`src/rtl/stage_mem_lsu.sv`:
```
// MEM stage: EX/MEM register, load/store unit with req/ack data port,
// and MEM/WB register. Stalls upstream while an access is outstanding.
module stage_mem_lsu #(
    parameter int TIMEOUT = 16
) (
    input  logic        clk,
    input  logic        rst,
    input  logic        ex_valid,
    input  logic        ex_mem_read,
    input  logic        ex_mem_write,
    input  logic [2:0]  ex_funct3,
    input  logic [31:0] ex_alu_result,
    input  logic [31:0] ex_store_data,
    input  logic [4:0]  ex_rd,
    input  logic        ex_reg_write,
    input  logic        ex_mem_to_reg,
    output logic        mem_stall,
    output logic [4:0]  EX_MEM_rd,
    output logic        EX_MEM_RegWrite,
    output logic [31:0] EX_MEM_data,
    output logic        dmem_req,
    output logic        dmem_we,
    output logic [31:0] dmem_addr,
    output logic [3:0]  dmem_wstrb,
    output logic [31:0] dmem_wdata,
    input  logic [31:0] dmem_rdata,
    input  logic        dmem_ack,
    output logic        wb_valid,
    output logic [4:0]  wb_rd,
    output logic        wb_reg_write,
    output logic [31:0] wb_data,
    output logic        mem_err
);

    localparam int CW = $clog2(TIMEOUT);

    typedef enum logic [1:0] {IDLE, ACCESS, DONE} state_t;

    typedef struct packed {
        logic        valid;
        logic        mem_read;
        logic        mem_write;
        logic [2:0]  funct3;
        logic [31:0] addr;
        logic [31:0] sdata;
        logic [4:0]  rd;
        logic        reg_write;
        logic        mem_to_reg;
    } ex_mem_t;

    function automatic logic misalign(input logic [2:0] f3,
                                      input logic [1:0] a);
        return (f3[1:0] == 2'b01 && a[0]) ||
               (f3[1:0] == 2'b10 && a != 2'b00);
    endfunction

    ex_mem_t       exm;
    state_t        state, state_nx;
    logic [CW-1:0] cnt;
    logic [31:0]   rdata_q;
    logic          tmo_q;

    logic        ex_go;
    logic        cnt_last;
    logic        m_load, m_store, m_err;
    logic        is_w, is_h;
    logic [31:0] sh, ld_val, wdata;
    logic [3:0]  wstrb;

    assign ex_go = ex_valid & (ex_mem_read | ex_mem_write) &
                   ~misalign(ex_funct3, ex_alu_result[1:0]);
    assign cnt_last = (cnt == CW'(TIMEOUT - 1));

    always_ff @(posedge clk) begin
        if (rst) begin
            exm <= '0;
        end else if (!mem_stall) begin
            if (ex_valid)
                exm <= '{1'b1, ex_mem_read, ex_mem_write, ex_funct3,
                         ex_alu_result, ex_store_data, ex_rd,
                         ex_reg_write, ex_mem_to_reg};
            else
                exm <= '0;
        end
    end

    always_ff @(posedge clk) begin
        if (rst) state <= IDLE;
        else     state <= state_nx;
    end

    always_comb begin
        state_nx = IDLE;
        unique case (state)
            ACCESS:  state_nx = (dmem_ack || cnt_last) ? DONE : ACCESS;
            default: state_nx = ex_go ? ACCESS : IDLE;
        endcase
    end

    always_comb begin
        mem_stall = (state == ACCESS);
        dmem_req  = (state == ACCESS);
    end

    // An ack on the final wait cycle still counts as success.
    always_ff @(posedge clk) begin
        if (rst) begin
            cnt     <= '0;
            rdata_q <= '0;
            tmo_q   <= 1'b0;
        end else if (state == ACCESS) begin
            cnt <= cnt + 1'b1;
            if (dmem_ack) begin
                rdata_q <= dmem_rdata;
                tmo_q   <= 1'b0;
            end else if (cnt_last) begin
                tmo_q <= 1'b1;
            end
        end else begin
            cnt <= '0;
        end
    end

    assign m_load  = exm.valid & exm.mem_read;
    assign m_store = exm.valid & exm.mem_write & ~exm.mem_read;
    assign m_err   = ((m_load | m_store) &
                      misalign(exm.funct3, exm.addr[1:0])) |
                     (state == DONE & tmo_q);
    assign is_w    = (exm.funct3[1:0] == 2'b10);
    assign is_h    = (exm.funct3[1:0] == 2'b01);
    assign sh      = rdata_q >> {exm.addr[1:0], 3'b000};

    always_comb begin
        wstrb  = 4'b0001 << exm.addr[1:0];
        wdata  = {4{exm.sdata[7:0]}};
        ld_val = exm.funct3[2] ? {24'b0, sh[7:0]}
                               : {{24{sh[7]}}, sh[7:0]};
        unique case (1'b1)
            is_w: begin
                wstrb  = 4'b1111;
                wdata  = exm.sdata;
                ld_val = rdata_q;
            end
            is_h: begin
                wstrb  = 4'b0011 << exm.addr[1:0];
                wdata  = {2{exm.sdata[15:0]}};
                ld_val = exm.funct3[2] ? {16'b0, sh[15:0]}
                                       : {{16{sh[15]}}, sh[15:0]};
            end
            default: ;
        endcase
    end

    assign dmem_addr  = dmem_req ? {exm.addr[31:2], 2'b00} : '0;
    assign dmem_we    = dmem_req & m_store;
    assign dmem_wstrb = dmem_we ? wstrb : '0;
    assign dmem_wdata = dmem_we ? wdata : '0;

    assign EX_MEM_rd       = exm.rd;
    assign EX_MEM_RegWrite = exm.valid & exm.reg_write & ~exm.mem_to_reg;
    assign EX_MEM_data     = exm.addr;

    always_ff @(posedge clk) begin
        if (rst || state == ACCESS) begin
            wb_valid     <= 1'b0;
            wb_rd        <= '0;
            wb_reg_write <= 1'b0;
            wb_data      <= '0;
            mem_err      <= 1'b0;
        end else begin
            wb_valid     <= exm.valid;
            wb_rd        <= exm.rd;
            wb_reg_write <= exm.valid & exm.reg_write & ~m_store & ~m_err;
            wb_data      <= exm.mem_to_reg ? ld_val : exm.addr;
            mem_err      <= exm.valid & m_err;
        end
    end

endmodule

```
`config.mk`:
```
export PLATFORM = sky130hd
export DESIGN_NAME = stage_mem_lsu
export DESIGN_NICKNAME = d
export VERILOG_FILES = /design/src/rtl/stage_mem_lsu.sv
export SDC_FILE = /design/constraint.sdc
export NUM_CORES = 1
export LEC_CHECK = 0
export ABC_AREA = 1
export BUFFER_PORTS_ARGS = -buffer_cell sky130_fd_sc_hd__buf_2
export CAP_MARGIN = 5
export CORE_UTILIZATION = 53
export CTS_CLUSTER_DIAMETER = 30
export DETAILED_ROUTE_END_ITERATION = 8
export PLACE_DENSITY = 0.88
export SYNTH_ARGS = -nofsm -noshare
export SYNTH_HDL_FRONTEND = slang
export SYNTH_SLANG_ARGS = --single-unit
```
`constraint.sdc`:
```
create_clock -name clk -period 3.2 [get_ports clk]
set_input_delay 0.32 -clock clk [delete_from_list [all_inputs] [get_ports clk]]
set_output_delay 0.32 -clock clk [all_outputs]
set_load 0.01 [all_outputs]
```
==> impl_metrics.ini, run 1 <==
[run_status]
status = complete, no violations

[worst_setup_path]
arrival_ns = 2.45
crit_required_ns = 2.88
cp-start-kind = register
critPathMaxFanout = 35
worstSetupPathType = register to primary output
ff2ff_path_depth = 6
worst_setup_path_end_kind = primary output

[clock_network]
clk_latency_ns = 0.42
cts_root_buffer = clkbuf_16
cts_setup_buffers = 0
numCtsBuffers = 17
cts_resized = 0
htreeDepth = 4
clock_path_buffers = 2
cts_num_sinks = 156
path_clk_slew_ns = 0.06
cts_hold_buffers = 0
cts_tree = yes

[yosys]
synth_xor_area_frac = 0
muxShareOfSynthArea = 0
synth_adder_area_share = 0.00538
yosysWarnings = 0
synth-seq-cells = 156
synthFlopType = dfxtp_1
ys_types = 30
synth-compound-area-share = 0.207
avgSynthCellArea_sq_um = 7.36
synth_top_family_by_area = compound AO/OA/AOI/OAI gates
synth_area_sq_mm = 0.00697
netlist_instances = 948
yosysSeqAreaShare = 0.448
synth-simple-area-share = 0.206
async_reset_ff_frac = 0
synth_edf_count = 0
synth_top_area_cell = dfxtp_1
synth.area.top_cells = dfxtp_1, nand2_1, nor2_1
synth.most_common_cell = dfxtp_1
synth_common_cells = dfxtp_1, nand2_1, nor2_1
synth.top_cell.area_share = 0.448

[sta]
setup_viol = 0
max_clock_freq_mhz = 361
finalSetupTns_ns = 0
period_share = 0.866
period_minus_slack_ns = 2.77
hold_viol_final = 0
worst_slew_pin_slew_ns = 0.795
clock-skew-final_ns = 0.00749
drv_slew = 0
relSlewSlack = 0.470
rsz0062_at_grt = no

[global_route]
globalRoute.totalOverflow = 0
antenna_found_initial = 2
gr-usage-all-layers = 0.307
grt_pass1_vias = 6315
grt_max_degree = 48
grt_pass1_wl_um = 31900

[floorplan]
coreArea_sq_mm = 0.0127
rows = 41
initial_utilization = 0.548
num_io_pins = 261
die_x_um = 117
die_area_sq_mm = 0.0136
die_h_um = 117

[flow_run]
drv_cap = 0

[placed_design]
gp_congestion = 0.976
port_buffers = 258
hpwl_um = 14200

[detailed_routing]
wl_um = 20700
ant_nets = 0
drt_first_pass_iters = 8
drt_iter0_drc = 729
via_count = 7146
wl_per_cell_um = 15.7
via_per_inst = 5.41
drc = 0

[hold_path]
hold_class = primary input to register
min_path_cells = 3

[final_layout]
syn_to_final_growth_pct = 21.9
final_util = 0.668
fillers = 1116
drive_above_1_share = 0.275
final_nets = 1251

[power_and_ir_drop]
ir_worst_vdd_uv = 378
p_leak_uw = 0.00434
p_per_area_mw_per_mm2 = 524
[final timing paths]
check / end / slack (ns) / startpoint
setup / recovery: dmem_wdata[31] / 0.43 / state[1]
hold / removal: rdata_q[1] / 0.13 / dmem_rdata[1]
setup reg to reg: rdata_q[8] / 0.83 / state[1]
hold reg to reg: wb_rd[0] / 0.46 / EX_MEM_rd[0]
[metrics by stage]
stage | setup WS, ns | std cells | cell area [sq um] | power, uW | hold WS, ns
floorplan | 1.31 | 949 | 6980 | 2510 | 0.418
global placement | 0.942 | 1289 | 7990 | 2680 | 0.428
detailed placement | 0.898 | 1289 | 7990 | 2690 | 0.441
CTS | 0.446 | 1318 | 8500 | 4460 | 0.105
global route | 0.241 | 1320 | 8500 | 4650 | 0.123
finish | 0.429 | 1320 | 8500 | 4450 | 0.125
[sequential cells by signal (all words and copies together), names as in the netlist, 2 cells and up]
register and cells:
exm 40, EX_MEM_data 32, rdata_q 32, wb_data 32, EX_MEM_rd 5, wb_rd 5, cnt 4, state 2
[final cells by class]
cell class              instances  area (sq um)  area share
diodes                          2          5.00    0.000589
clock buffers                  20           437      0.0514
clock inverters                 9          76.3     0.00898
inverters                      88           333      0.0391
multi-input cells             604          2930       0.344
flip-flops and latches        156          3120       0.367
well taps                     172           215      0.0253
repair buffers                269          1390       0.163
[cell usage in the layout, fill, tap and decap left out, types with 3 or more instances in the layout]
cell       netlist  routed
nor2_4           4       4
a211oi_1         8       8
clkbuf_16        0      17
nor2_1         140     140
inv_1           79      78
nor2_2           3       3
nand2_1        152     152
a21oi_1         81      81
inv_2            6       7
dfxtp_1        156     156
o21ai_1         48      48
o21ai_0         74      74
o22ai_1          6       6
buf_2           34     258
a221oi_1        15      15
clkinv_2         0       6
clkbuf_1        21       3
nor3_1           3       3
a32o_1          19      19
ha_1             3       3
nand3_1         39      39
buf_4           42      10
[worst max-delay path: stages (launching register included)]
cell	delay [ns]
dfxtp_1	0.36
nor2_8	0.49
inv_4	0.12
nor2_4	0.24
inv_1	0.31
a311oi_1	0.33
buf_2	0.19
[kinds of logic (layout without fill, tap and decap cells)]
group           after synthesis  count (layout)
simple gates                347             347
compound gates              252             252
other cells                   1               4
buf+inv                     189             386
fa+ha+maj                     3               3
flops                       156             156
[metal layers]
metal  share of wire  up-vias  GRT usage
li1                -     3464          -
met1            0.42     3234      0.405
met2            0.47      400      0.483
met3           0.090       48     0.0706
met4           0.025        0      0.128
met5               0        -          0
[report_power, final]
| part | total [uW] | switching (uW) | internal [uW] |
|---|---|---|---|
| Sequential | 2110 | 64.1 | 2040 |
| Combinational | 554 | 354 | 200 |
| Clock | 1790 | 744 | 1050 |
No activity file was read; power rests on OpenSTA's default activity.
==> run 2: changes to the inputs <==
--- a/config.mk
+++ b/config.mk
@@ -11,7 +11,7 @@
 export CORE_UTILIZATION = 53
 export CTS_CLUSTER_DIAMETER = 30
 export DETAILED_ROUTE_END_ITERATION = 8
-export PLACE_DENSITY = 0.88
+export PLACE_DENSITY = 0.85
 export SYNTH_ARGS = -nofsm -noshare
 export SYNTH_HDL_FRONTEND = slang
 export SYNTH_SLANG_ARGS = --single-unit
==> impl_metrics.ini, run 2 (synthesized netlist as in run 1, its figures left out) <==
[sta]
worst_slew_pin_slew_ns = 0.769
rsz0062_at_grt = no
period_minus_slack_ns = 2.81
setup_ws_ns = 0.392
finalSetupTns_ns = 0
max_clock_freq_mhz = 356
setup_viol = 0
hold_viol_final = 0
period_share = 0.878
clock-skew-final_ns = 0.00510
relSlewSlack = 0.487
drv_slew = 0

[floorplan]
die_area_sq_mm = 0.0136
die_h_um = 117
initial_utilization = 0.548
die_x_um = 117
rows = 41
num_io_pins = 261
coreArea_sq_mm = 0.0127

[final_layout]
drive_above_1_share = 0.280
syn_to_final_growth_pct = 23.4
top_register = exm
largest_reg_flops = 40
final_nets = 1252
final_common_cell = buf_2
mostFrequentLayoutCells = buf_2, dfxtp_1, nand2_1
antennaDiodeCount = 0

[placed_design]
hpwl_um = 14400
place_ws_ns = 0.860
gp_congestion = 0.959
port_buffers = 258

[clock_network]
cts_setup_buffers = 0
cts_num_sinks = 156
htreeDepth = 4
numCtsBuffers = 17
clock_path_buffers = 2
clk_latency_ns = 0.43
cts_hold_buffers = 0
cts_root_buffer = clkbuf_16
path_clk_slew_ns = 0.06
cts_tree = yes
cts_resized = 0

[worst_setup_path]
worstSetupPathType = register to primary output
arrival_ns = 2.49
cp-start-kind = register
path_buf_inv = 3
critPathMaxFanout = 35
crit_required_ns = 2.88
path_cells = nor2_8 > inv_4 > nor2_4 > inv_1 > a311oi_1 > buf_2
slowest_delay_ns = 0.48
worst_setup_path_end_kind = primary output
path_delay_family = simple AND/OR/NAND/NOR gates
cp_slowest_cell = nor2_8

[detailed_routing]
via_per_inst = 5.43
wl_met1_um = 8480
drc = 0
ant_nets = 0
via_count = 7174
wl_met2_um = 9690
drt_first_pass_iters = 6
wl_met3_um = 2020
drt_iter0_drc = 643
wl_um = 20700
wl_per_cell_um = 15.7
routed.top_layer = met4

[flow_run]
drv_cap = 0

[global_route]
grt_pass1_wl_um = 31100
grt_pass1_vias = 6275
globalRoute.totalOverflow = 0
antenna_found_initial = 0
grt_max_degree = 42
gr-usage-all-layers = 0.299

[power_and_ir_drop]
p_per_area_mw_per_mm2 = 554
ir_worst_vdd_uv = 471
p_leak_uw = 0.00439
total_power_uw = 4770

[hold_path]
hold_class = primary input to register

[run_status]
status = complete, no violations
==> run 2: cell types whose count changed in the layout (fill, tap and decap cells not counted), moves of 3 or more <==
cell      delta
clkbuf_1     -3
clkinv_4     +4
clkbuf_8     +3
clkinv_2     -4
==> run 2: metrics by stage <==
stage	instances	instance area, sq um	utilization	hold WS (ns)
global placement	1290	7980	0.627	0.426
detailed placement	1290	7980	0.627	0.444
floorplan	949	6980	-	0.418
finish	1322	8610	0.677	0.111
global route	1322	8610	0.677	0.110
CTS	1322	8610	0.677	0.107
==> run 2: worst paths after layout <==
path	cells past startpoint	slack [ns]	end	from
worst max-delay path	6	0.39	dmem_wdata[31]	state[1]
worst min-delay path	3	0.11	rdata_q[20]	dmem_rdata[20]
worst max register to register	6	0.84	rdata_q[8]	state[1]
worst min register to register	1	0.45	cnt[0]	cnt[0]
==> run 2: power breakdown <==
group / switching [uW] / leakage [uW] / internal, uW
logic: 347 / 0.00281 / 198
clock network: 815 / 0.000311 / 1300
registers: 70.3 / 0.00128 / 2040
total: 1230 / 0.00439 / 3540
==> run 2: cell type report <==
type	count	area [sq um]
Clock inverter	12	161
Inverter	88	333
Clock buffer	20	467
Timing Repair Buffer	270	1380
Sequential cell	156	3120
Tap cell	172	215
Fill cell	1119	4110
Multi-Input combinational cell	604	2930
==> run 2: tightest hold or removal path: stages <==
cell and delay [ns]:
buf_2 0.08, nor2_1 0.03, nor2_1 0.08
==> run 2: routing by layer <==
layer / up-vias / global-route usage
met3: 48 / 0.0835
met5: - / 0
li1: 3455 / -
met2: 383 / 0.478
met1: 3288 / 0.378
met4: 0 / 0.128
==> run 3: changes to the inputs <==
--- a/config.mk
+++ b/config.mk
@@ -8,10 +8,10 @@
 export ABC_AREA = 1
 export BUFFER_PORTS_ARGS = -buffer_cell sky130_fd_sc_hd__buf_2
 export CAP_MARGIN = 5
-export CORE_UTILIZATION = 53
+export CORE_UTILIZATION = 32
 export CTS_CLUSTER_DIAMETER = 30
 export DETAILED_ROUTE_END_ITERATION = 8
-export PLACE_DENSITY = 0.85
+export SLEW_MARGIN = 0
 export SYNTH_ARGS = -nofsm -noshare
 export SYNTH_HDL_FRONTEND = slang
 export SYNTH_SLANG_ARGS = --single-unit
==> impl_metrics.ini, run 3 (synthesized netlist as in run 1, its figures left out) <==
[global_route]
antenna_found_initial = 1
grt_pass1_vias = 6334
grt_max_degree = 49
gr-usage-all-layers = 0.206
globalRoute.totalOverflow = 0
grt_pass1_wl_um = 35200

[sta]
clock-skew-final_ns = 0.00644
worst_slew_pin_slew_ns = 0.753
setup_viol = 0
finalSetupTns_ns = 0
drv_slew = 0
rsz0062_at_grt = no
max_clock_freq_mhz = 344
period_minus_slack_ns = 2.90
relSlewSlack = 0.497
whs_ns = 0.111
setup_ws_ns = 0.297
hold_viol_final = 0
period_share = 0.907

[floorplan]
die_area_sq_mm = 0.0224
coreArea_sq_mm = 0.0212
rows = 53
die_x_um = 150
die_h_um = 150
num_io_pins = 261
initial_utilization = 0.329

[clock_network]
clock_path_buffers = 2
cts_root_buffer = clkbuf_16
clk_latency_ns = 0.43
cts_resized = 0
cts_hold_buffers = 0
cts_setup_buffers = 0
path_clk_slew_ns = 0.07
cts_tree = yes
cts_num_sinks = 156
htreeDepth = 4
numCtsBuffers = 17

[worst_setup_path]
cp-start-kind = register
crit_required_ns = 2.88
worst_setup_path_end_kind = primary output
arrival_ns = 2.58
worstSetupPathType = register to primary output
critPathMaxFanout = 35
r2r_start = EX_MEM_data[0]
cp-startpoint = state[1]

[run_status]
status = complete, no violations

[final_layout]
top_register = exm
layoutNonFillerInstCount = 1428
final_common_cell = buf_2
final_nets = 1254
mostFrequentLayoutCells = buf_2, dfxtp_1, nand2_1
largest_reg_flops = 40
drive_above_1_share = 0.280
syn_to_final_growth_pct = 25.2
post-route-cell-area_sq_mm = 0.00873

[power_and_ir_drop]
ir_worst_vdd_uv = 313
p_leak_uw = 0.00439
p_per_area_mw_per_mm2 = 543

[detailed_routing]
ant_nets = 0
wl_um = 22700
via_count = 6884
via_per_inst = 4.82
drc = 0
drt_iter0_drc = 405
wl_per_cell_um = 15.9
drt_first_pass_iters = 7

[flow_run]
drv_cap = 0

[placed_design]
place_ws_ns = 0.736
place_area_sq_mm = 0.00812
hpwl_um = 16500
dp_cells = 1395
port_buffers = 258
gp_congestion = 0.895

[hold_path]
worstHoldStart = dmem_rdata[5]
hold_class = primary input to register
## run 3: layer usage
layer / up-vias / GRT usage / wire length (um)
li1: 3473 / - / -
met1: 3149 / 0.283 / 10700
met2: 227 / 0.315 / 10400
met3: 35 / 0.0454 / 1180
met4: 0 / 0.0689 / 462
met5: - / 0 / 0
## run 3: cell type report
class / instances / area [sq um]
diodes: 1 / 2.50
clock buffers: 21 / 470
clock inverters: 11 / 133
fillers: 2227 / 12500
inverters: 88 / 333
multi-input cells: 604 / 2930
flip-flops and latches: 156 / 3120
well taps: 275 / 344
repair buffers: 272 / 1400
## run 3: worst paths after layout
kind	end	slack, ns	depth (start not counted)
worst min register to register	cnt[0]	0.45	1
worst max-delay path	dmem_wdata[23]	0.30	6
worst min-delay path	rdata_q[5]	0.11	3
worst max register to register	wb_data[8]	1.04	7
## run 3: stage by stage
step	total power, uW	utilization
finish	4740	0.411
CTS	4780	0.411
global route	4940	0.411
floorplan	2510	-
global placement	2710	0.383
detailed placement	2710	0.383
## run 3: power breakdown
group | switching, uW | internal [uW] | leakage [uW]
Combinational | 349 | 200 | 0.00282
Clock | 851 | 1220 | 0.000296
Sequential | 73.9 | 2040 | 0.00128
## run 3: worst max-delay path, stage by stage (launching register included)
cell and delay (ns):
dfxtp_1 0.36, nor2_8 0.50, inv_4 0.12, nor2_4 0.24
inv_1 0.30, nor3_1 0.43, buf_2 0.21
